[config.mk]
export PLATFORM = sky130hd
export DESIGN_NAME = pipe_regfile_flat
export DESIGN_NICKNAME = d
export VERILOG_FILES = /design/src/rtl/pipe_regfile_pkg.sv /design/src/rtl/pipe_regfile_if.sv /design/src/rtl/pipe_regfile_scoreboard.sv /design/src/rtl/pipe_regfile.sv /design/src/flat_wrapper.sv
export SDC_FILE = /design/constraint.sdc
export NUM_CORES = 2
export LEC_CHECK = 0
export ABC_CLOCK_PERIOD_IN_PS = 5800
export CAP_MARGIN = 20
export CORE_ASPECT_RATIO = 0.7
export CORE_MARGIN = 4
export CORE_UTILIZATION = 40
export CTS_CLUSTER_DIAMETER = 30
export DETAILED_ROUTE_END_ITERATION = 10
export GPL_ROUTABILITY_DRIVEN = 0
export PLACE_DENSITY_LB_ADDON = 0.25
export SLEW_MARGIN = 20
export SYNTH_ARGS = -nofsm -noshare
export SYNTH_HDL_FRONTEND = slang
export SYNTH_SLANG_ARGS = --single-unit
[constraint.sdc]
create_clock -name clk -period 5.8 [get_ports clk]
set_clock_uncertainty 0.1 [all_clocks]
set_input_delay 1.16 -clock clk [delete_from_list [all_inputs] [get_ports clk]]
set_output_delay 1.16 -clock clk [all_outputs]
set_load 0.02 [all_outputs]
[src/rtl/pipe_regfile_pkg.sv]
// Shared definitions for the pipelined register file: FSM encoding and default sizing.
package pipe_regfile_pkg;
  localparam int XLEN_DEF = 32;
  localparam int NREG_DEF = 32;

  typedef enum logic {CLEAR = 1'b0, RUN = 1'b1} rf_state_e;
endpackage

[src/rtl/pipe_regfile_if.sv]
// Register-file bus: read ports, two writeback ports, issue marking and debug read.
interface pipe_regfile_if #(
  parameter int XLEN = 32,
  parameter int NREG = 32,
  parameter int AW   = $clog2(NREG)
);
  logic [AW-1:0]   rs1, rs2;
  logic [XLEN-1:0] rv1, rv2;
  logic            busy1, busy2;
  logic            wea, web;
  logic [AW-1:0]   rda, rdb;
  logic [XLEN-1:0] wda, wdb;
  logic            issue_valid;
  logic [AW-1:0]   issue_rd;
  logic [AW-1:0]   dbg_addr;
  logic [XLEN-1:0] dbg_rdata;
  logic            ready;

  modport master (
    output rs1, rs2, wea, rda, wda, web, rdb, wdb, issue_valid, issue_rd, dbg_addr,
    input  rv1, rv2, busy1, busy2, dbg_rdata, ready
  );
  modport slave (
    input  rs1, rs2, wea, rda, wda, web, rdb, wdb, issue_valid, issue_rd, dbg_addr,
    output rv1, rv2, busy1, busy2, dbg_rdata, ready
  );
endinterface

[src/rtl/pipe_regfile_scoreboard.sv]
// Pending-write scoreboard: issue sets, writeback clears, set beats clear in the same cycle.
module regfile_scoreboard
  import pipe_regfile_pkg::*;
#(
  parameter int NREG = NREG_DEF,
  parameter int AW   = $clog2(NREG)
) (
  input  logic          clk,
  input  logic          reset,
  input  logic          set_en,
  input  logic [AW-1:0] set_addr,
  input  logic          clr_a_en,
  input  logic [AW-1:0] clr_a,
  input  logic          clr_b_en,
  input  logic [AW-1:0] clr_b,
  input  logic [AW-1:0] rs1,
  input  logic [AW-1:0] rs2,
  output logic          busy1,
  output logic          busy2
);
  logic [NREG-1:0] busy, set_vec, clr_vec;

  always_comb begin
    set_vec = '0;
    clr_vec = '0;
    if (set_en)   set_vec[set_addr] = 1'b1;
    if (clr_a_en) clr_vec[clr_a]    = 1'b1;
    if (clr_b_en) clr_vec[clr_b]    = 1'b1;
  end

  // Bit 0 is forced clear so x0 can never look pending.
  always_ff @(posedge clk) begin
    if (reset) busy <= '0;
    else       busy <= ((busy & ~clr_vec) | set_vec) & ~NREG'(1);
  end

  // Look-ahead view so a consumer sees the same cycle's writeback/issue like the data bypass.
  assign busy1 = (rs1 != '0) && (set_vec[rs1] || (busy[rs1] && !clr_vec[rs1]));
  assign busy2 = (rs2 != '0) && (set_vec[rs2] || (busy[rs2] && !clr_vec[rs2]));
endmodule

[src/rtl/pipe_regfile.sv]
// Two-write, two-read register file with write-through bypass, scoreboard and power-up clear.
module pipe_regfile
  import pipe_regfile_pkg::*;
#(
  parameter int XLEN = XLEN_DEF,
  parameter int NREG = NREG_DEF,
  parameter int AW   = $clog2(NREG)
) (
  input  logic          clk,
  input  logic          reset,
  pipe_regfile_if.slave bus
);
  rf_state_e       state, nstate;
  logic [AW-1:0]   idx, nidx;
  logic [XLEN-1:0] rf [NREG];
  logic            run, wa, wb, set_en;

  always_ff @(posedge clk) begin
    if (reset) begin
      state <= CLEAR;
      idx   <= '0;
    end else begin
      state <= nstate;
      idx   <= nidx;
    end
  end

  always_comb begin
    nstate = state;
    nidx   = idx;
    if (state == CLEAR) begin
      if (idx == AW'(NREG - 1)) nstate = RUN;
      else                      nidx   = idx + AW'(1);
    end
  end

  assign run    = (state == RUN) && !reset;
  assign wa     = run && bus.wea && (bus.rda != '0);
  assign wb     = run && bus.web && (bus.rdb != '0);
  assign set_en = run && bus.issue_valid && (bus.issue_rd != '0);

  // Port B is written last so it wins on an address collision.
  always_ff @(posedge clk) begin
    if (!reset) begin
      if (state == CLEAR) begin
        rf[idx] <= '0;
      end else begin
        if (wa) rf[bus.rda] <= bus.wda;
        if (wb) rf[bus.rdb] <= bus.wdb;
      end
    end
  end

  function automatic logic [XLEN-1:0] rd_port(input logic [AW-1:0] a);
    if (state != RUN || a == '0) return '0;
    if (wb && bus.rdb == a)      return bus.wdb;
    if (wa && bus.rda == a)      return bus.wda;
    return rf[a];
  endfunction

  assign bus.rv1       = rd_port(bus.rs1);
  assign bus.rv2       = rd_port(bus.rs2);
  assign bus.dbg_rdata = (state == RUN && bus.dbg_addr != '0) ? rf[bus.dbg_addr] : '0;
  assign bus.ready     = (state == RUN);

  regfile_scoreboard #(.NREG(NREG), .AW(AW)) u_sb (
    .clk      (clk),
    .reset    (reset),
    .set_en   (set_en),
    .set_addr (bus.issue_rd),
    .clr_a_en (wa),
    .clr_a    (bus.rda),
    .clr_b_en (wb),
    .clr_b    (bus.rdb),
    .rs1      (bus.rs1),
    .rs2      (bus.rs2),
    .busy1    (bus.busy1),
    .busy2    (bus.busy2)
  );
endmodule

[src/flat_wrapper.sv]
// flat-port wrapper written by rule: the top's interface ports become plain ports
module pipe_regfile_flat import pipe_regfile_pkg::*;
#(
  parameter int XLEN = XLEN_DEF,
  parameter int NREG = NREG_DEF,
  parameter int AW   = $clog2(NREG)
)
  (clk, reset, bus_rs1, bus_rs2, bus_wea, bus_rda, bus_wda, bus_web, bus_rdb, bus_wdb, bus_issue_valid, bus_issue_rd, bus_dbg_addr, bus_rv1, bus_rv2, bus_busy1, bus_busy2, bus_dbg_rdata, bus_ready);
  pipe_regfile_if #(.XLEN(XLEN), .NREG(NREG), .AW(AW)) bus_i ();
  input  logic clk;
  input  logic reset;
  input wire logic [$bits(bus_i.rs1)-1:0] bus_rs1;
  input wire logic [$bits(bus_i.rs2)-1:0] bus_rs2;
  input wire logic [$bits(bus_i.wea)-1:0] bus_wea;
  input wire logic [$bits(bus_i.rda)-1:0] bus_rda;
  input wire logic [$bits(bus_i.wda)-1:0] bus_wda;
  input wire logic [$bits(bus_i.web)-1:0] bus_web;
  input wire logic [$bits(bus_i.rdb)-1:0] bus_rdb;
  input wire logic [$bits(bus_i.wdb)-1:0] bus_wdb;
  input wire logic [$bits(bus_i.issue_valid)-1:0] bus_issue_valid;
  input wire logic [$bits(bus_i.issue_rd)-1:0] bus_issue_rd;
  input wire logic [$bits(bus_i.dbg_addr)-1:0] bus_dbg_addr;
  output wire logic [$bits(bus_i.rv1)-1:0] bus_rv1;
  output wire logic [$bits(bus_i.rv2)-1:0] bus_rv2;
  output wire logic [$bits(bus_i.busy1)-1:0] bus_busy1;
  output wire logic [$bits(bus_i.busy2)-1:0] bus_busy2;
  output wire logic [$bits(bus_i.dbg_rdata)-1:0] bus_dbg_rdata;
  output wire logic [$bits(bus_i.ready)-1:0] bus_ready;
  assign bus_i.rs1 = bus_rs1;
  assign bus_i.rs2 = bus_rs2;
  assign bus_i.wea = bus_wea;
  assign bus_i.rda = bus_rda;
  assign bus_i.wda = bus_wda;
  assign bus_i.web = bus_web;
  assign bus_i.rdb = bus_rdb;
  assign bus_i.wdb = bus_wdb;
  assign bus_i.issue_valid = bus_issue_valid;
  assign bus_i.issue_rd = bus_issue_rd;
  assign bus_i.dbg_addr = bus_dbg_addr;
  assign bus_rv1 = bus_i.rv1;
  assign bus_rv2 = bus_i.rv2;
  assign bus_busy1 = bus_i.busy1;
  assign bus_busy2 = bus_i.busy2;
  assign bus_dbg_rdata = bus_i.dbg_rdata;
  assign bus_ready = bus_i.ready;
  pipe_regfile #(.XLEN(XLEN), .NREG(NREG), .AW(AW)) u_core (.clk(clk), .reset(reset), .bus(bus_i));
endmodule
; Word-level counts from Yosys, hierarchy flattened
; Memory sizes are Yosys's and may differ from the RTL's.
; Cells that the tools add are included.
[word_totals]
memories = 1
input_bits = 99
word_cells = 123
ramBits = 1024
register_bits = 38
[mem_list]
columns = memory, depth, width, read_ports, rd_ports_with_merged_regs, write_ports, line
row1 = u_core.rf, 32, 32, 3, 0, 2, pipe_regfile.sv:15  ; logic [XLEN-1:0] rf [NREG];
[op_classes]
reduce_logical = 36
n_mux = 62
n_bitwise = 6
addsub = 1
eq_ne = 5
order_cmp = 8
[ops]
columns = cell, count
row1 = $mux W32, 17
row2 = $or A32 B32 Y32, 2
row3 = $mux W1, 35
row4 = $and A32 B32 Y32, 1
row5 = $not A32 Y32, 1
row6 = $reduce_or A32 Y1, 1
row7 = $bmux W1 S5, 6
row8 = $lt A5 B6 Y1 const B, 5
row9 = $reduce_bool A5 Y1, 6
row10 = $eq A5 B5 Y1, 4
row11 = $logic_and A1 B1 Y1, 19
row12 = $demux W1 S5, 3
row13 = $ge A5 B1 Y1 const B, 3
row14 = $logic_not A5 Y1, 2
row15 = $add A5 B1 Y5 const B, 1
row16 = $eq A5 B5 Y1 const B, 1
row17 = $mux W5, 1
row18 = $logic_or A1 B1 Y1, 4
row19 = $logic_not A1 Y1, 3
row20 = $not A1 Y1, 2
row21 = $reduce_and A2 Y1, 1

; Depth between registers and ports, before layout
[depth]
ltp_word = 13
mapped_depth = 12
depth_no_buf = 7

; By module
; A second synthesis with hierarchy kept.
[unflattened]
hier_cells = 6924
hier_area_um2 = 71608.7
[by_module_without_submodules]
columns = mod, area_per_inst_um2, seq_area_each_um2, cells_per_inst, instances
row1 = pipe_regfile, 68753.4, 30869.6, 6617, 1
row2 = regfile_scoreboard, 2855.2, 620.6, 307, 1

; Least setup slack after synthesis
; No wires, ideal clock.
[synth_path]
kind = input -> register
from = input bus_rda[3]
to = memory u_core.rf[18][0], enable pin
path_buffers = 3
arrival_ns = 4.927
setup_time_ns = 0.466
setup_slack_ns = 0.308
stages = 9
path_cell_list = buf_2 > nor2_1 > nand2_1 > o211a_1 > clkbuf_1 > buf_2 > mux2_2 > nand2_1 > o21ai_0
[synth_rtl]
columns = item, line
row1 = from (decl), flat_wrapper.sv:15  ; input wire logic [$bits(bus_i.rda)-1:0] bus_rda;
row2 = to (decl), pipe_regfile.sv:15

; Final worst setup path
[layout_path]
from = input bus_rda[0]
to = output bus_rv2[24]
[layout_via]
elab_chain_cells = 9
[layout_lines]
columns = item, line
row1 = $reduce_bool A5 Y1, pipe_regfile.sv:38  ; assign wa = run && bus.wea && (bus.rda != '0);
row2 = $logic_and A1 B1 Y1, pipe_regfile.sv:38
row3 = $logic_and A1 B1 Y1 *, pipe_regfile.sv:57  ; if (wa && bus.rda == a) return bus.wda;
row4 = $mux W1 (2 in a row), pipe_regfile.sv:57
row5 = $mux W1, pipe_regfile.sv:56  ; if (wb && bus.rdb == a) return bus.wdb;
row6 = $mux W32 *, pipe_regfile.sv:58  ; return rf[a];
row7 = $mux W32 *, pipe_regfile.sv:57
row8 = $mux W32 *, pipe_regfile.sv:56
row9 = to (decl), flat_wrapper.sv:24  ; output wire logic [$bits(bus_i.rv2)-1:0] bus_rv2;
; Mark *: on every way between the ends. The rest lies on a longest branch, timed or not. The select of a mux whose other input is x is not followed.

==> results.cfg <==
[yosys]
synthCells = 6193
synth_edf_count = 1024
avgSynthCellArea_um2 = 11.4
async_flop_share_pct = 0
ys_seq_area_share_pct = 44.4
synth_fp_nets = 6294
synth_area_mm2 = 0.0709
synth_top_flop_cell = edfxtp_1
synth-seq-cells = 1061
ys_warn_count = 0
ys_types = 71

[setup_path]
path_max_fanout = 25
critPathLaunchType = primary input
path_class = primary input to output pin
crit_arrival_ns = 4.52
critPathRequiredTime_ns = 4.54
endpoint_kind = output pin

[routing]
first_iter_violations = 11300
drc = 0
wirelength_um = 326000
vias_per_cell = 7.01
first_pass_iters = 9
vias = 61500
ant_nets = 0
wl_per_cell_um = 37.2

[grt]
antenna_found_initial = 9
grt_pass1_wl_um = 451000
first_global_vias = 57500
grt_overflow_total = 0
grt_max_degree = 66
grtUsageTotal_pct = 34.3

[floorplan]
coreArea_mm2 = 0.175
die_x_um = 511
start_util_pct = 40.5
io_pins = 198
fp.dieH_um = 360
rows = 128
design.die.area_mm2 = 0.184

[placement]
dp_cells = 8383
port_buffers = 197
pre_cts_slack_ns = -0.211
place_hpwl_um = 194000

[sta]
rsz0062_at_grt = no
drv_slew = 0
max-slew-margin-rel_pct = 14.0
setup_viol = 0
setup_ws_ns = 0.0248
worst_pin_slew_ns = 1.29
fmax_ghz = 0.173
fin_crit_ns = 5.78
hold_viol = 0
period_share_pct = 99.6

[run]
cap_violations = 0

[cts]
path_clk_slew_ns = 0.05
cts-root-buf = clkbuf_16
cts_tree = built
clock_sinks = 1061
cts_buffers = 209
clk_latency_ns = 0.82
clk_path_buf_depth = 4
htreeDepth = 4

[outcome]
status = completed

[layout]
area_growth_syn_to_layout_pct = 20.1
drive_gt1_share_pct = 27.6
nets = 6358
seqCellArea_mm2 = 0.0315
post_layout_nonfiller_instances = 8773
final_cell_mix = 1,199 x nand2_1, 1,186 x o21ai_0, 1,024 x edfxtp_1
final_common_cell = nand2_1
final.fill_count = 15200
multiInputGateArea_mm2 = 0.0368

[pwr]
power_density_mw_per_mm2 = 271
p_leak_nw = 26.3
ir_drop_mv = 0.268

[min_path]
hold_path.class = flip-flop to flip-flop
[stage by stage]
| step | cell area [um2] | utilization (%) | total power [W] | setup TNS [ns] | hold slack (ns) |
|---|---|---|---|---|---|
| 6_report | 85100 | 48.6 | 0.0230 | 0 | 0.429 |
| 3_3_place_gp | 77900 | 44.5 | 0.0107 | -1.26 | 0.413 |
| 3_5_place_dp | 77900 | 44.5 | 0.0107 | -1.89 | 0.410 |
| 2_1_floorplan | 70900 | - | 0.00978 | 0 | 0.361 |
| 4_1_cts | 85000 | 48.6 | 0.0230 | 0 | 0.422 |
| 5_1_grt | 85100 | 48.6 | 0.0235 | 0 | 0.463 |
[worst paths after layout]
path | startpoint | to | slack, ns | depth (start not counted)
min reg2reg | u_core.u_sb.busy[2] | u_core.u_sb.busy[2] | 0.43 | 2
max | bus_rda[0] | bus_rv2[24] | 0.02 | 10
min | u_core.u_sb.busy[2] | u_core.u_sb.busy[2] | 0.43 | 2
max reg2reg | u_core.bus.ready | u_core.rf[30][10] | 1.48 | 7
[Yosys cell counts, types with 4 or more instances]
library cell / n / area, um2
o221ai_1: 67 / 587
mux2i_1: 213 / 2130
buf_2: 105 / 526
o32ai_1: 4 / 35.0
inv_1: 44 / 165
o21ai_1: 5 / 25.0
a32oi_1: 11 / 96.3
mux2_2: 68 / 766
o31ai_1: 4 / 30.0
nor2_1: 145 / 544
dfxtp_1: 37 / 741
and3_1: 18 / 113
clkbuf_1: 592 / 2220
a22oi_1: 18 / 135
a21oi_1: 191 / 956
xnor2_1: 19 / 166
nand2b_1: 4 / 25.0
nor4_1: 6 / 37.5
a31oi_1: 9 / 56.3
a41oi_1: 4 / 35.0
o21ai_0: 1193 / 5970
nand4b_1: 5 / 43.8
edfxtp_1: 1024 / 30700
and2_1: 5 / 31.3
nor2b_1: 22 / 138
mux4_2: 785 / 17700
buf_4: 7 / 52.6
nand4bb_1: 6 / 67.6
nor3_1: 42 / 210
nand2_1: 1202 / 4510
nand3_1: 52 / 260
o22ai_1: 93 / 582
nand4_1: 6 / 37.5
buf_1: 89 / 334
o21bai_1: 6 / 45.0
a21o_1: 4 / 30.0
xor2_1: 10 / 87.6
a211oi_1: 22 / 165
or3_1: 6 / 37.5
[layout make-up]
class	count	area share [%]
well taps	2340	3.44
diodes	4	0.0118
inverters	48	0.221
flip-flops and latches	1061	37.0
clock inverters	152	1.91
repair buffers	649	7.77
clock buffers	231	6.43
multi-input cells	4288	43.2
[logic make-up (layout without fill, tap and decap cells)]
logic type	Yosys count	count (layout)	share of synthesized area, %
DFF	1061	1061	44.4
xor gates and xnor gates	29	29	0.358
other	0	4	0
buffers and inverters	844	1080	4.71
adders and majority gates	2	2	0.0353
muxes	1066	1066	29.0
AOI/OAI and AO/OA	1651	1651	12.6
and+or+nand+nor	1540	1540	8.80
[report_power, final]
group / internal (W) / switching [W] / leakage, nW / total [W]
sequential: 0.00835 / 0.0000362 / 8.57 / 0.00838
clock: 0.00796 / 0.00444 / 3.44 / 0.0124
combinational: 0.000907 / 0.00135 / 14.3 / 0.00225
[per-layer routing]
metal / vias to the layer above / share of wire, % / GRT usage [%]
met1: 30100 / 35 / 45.0
met4: 6 / 6.9 / 19.4
met2: 6046 / 41 / 47.8
met3: 1223 / 17 / 14.5
li1: 24100 / - / -
met5: - / 0.043 / 0.381
[critical path: stages]
cell and delay (ns):
clkdlybuf4s50_1 0.58, xnor2_1 0.40, nand2_1 0.09, nor3_1 0.38, nand3_4 0.31, buf_12 0.27
nand3_1 0.26, o21ai_0 0.19, o21ai_0 0.20, clkdlybuf4s50_1 0.63
[state kept, by name, summed over array words and instances, names as in the netlist]
signal            count
u_core.rf          1024
u_core.idx            5
u_core.bus.ready      1
u_core.u_sb.busy     31
[timing repair]
action	CTS	global route
cloned	0	0
setup buffers	0	1
pin swaps	0	1
hold buffers	0	0
setup endpoints to repair	50	36
resized for setup	7	10
No activity file was read; power rests on OpenSTA's default activity.
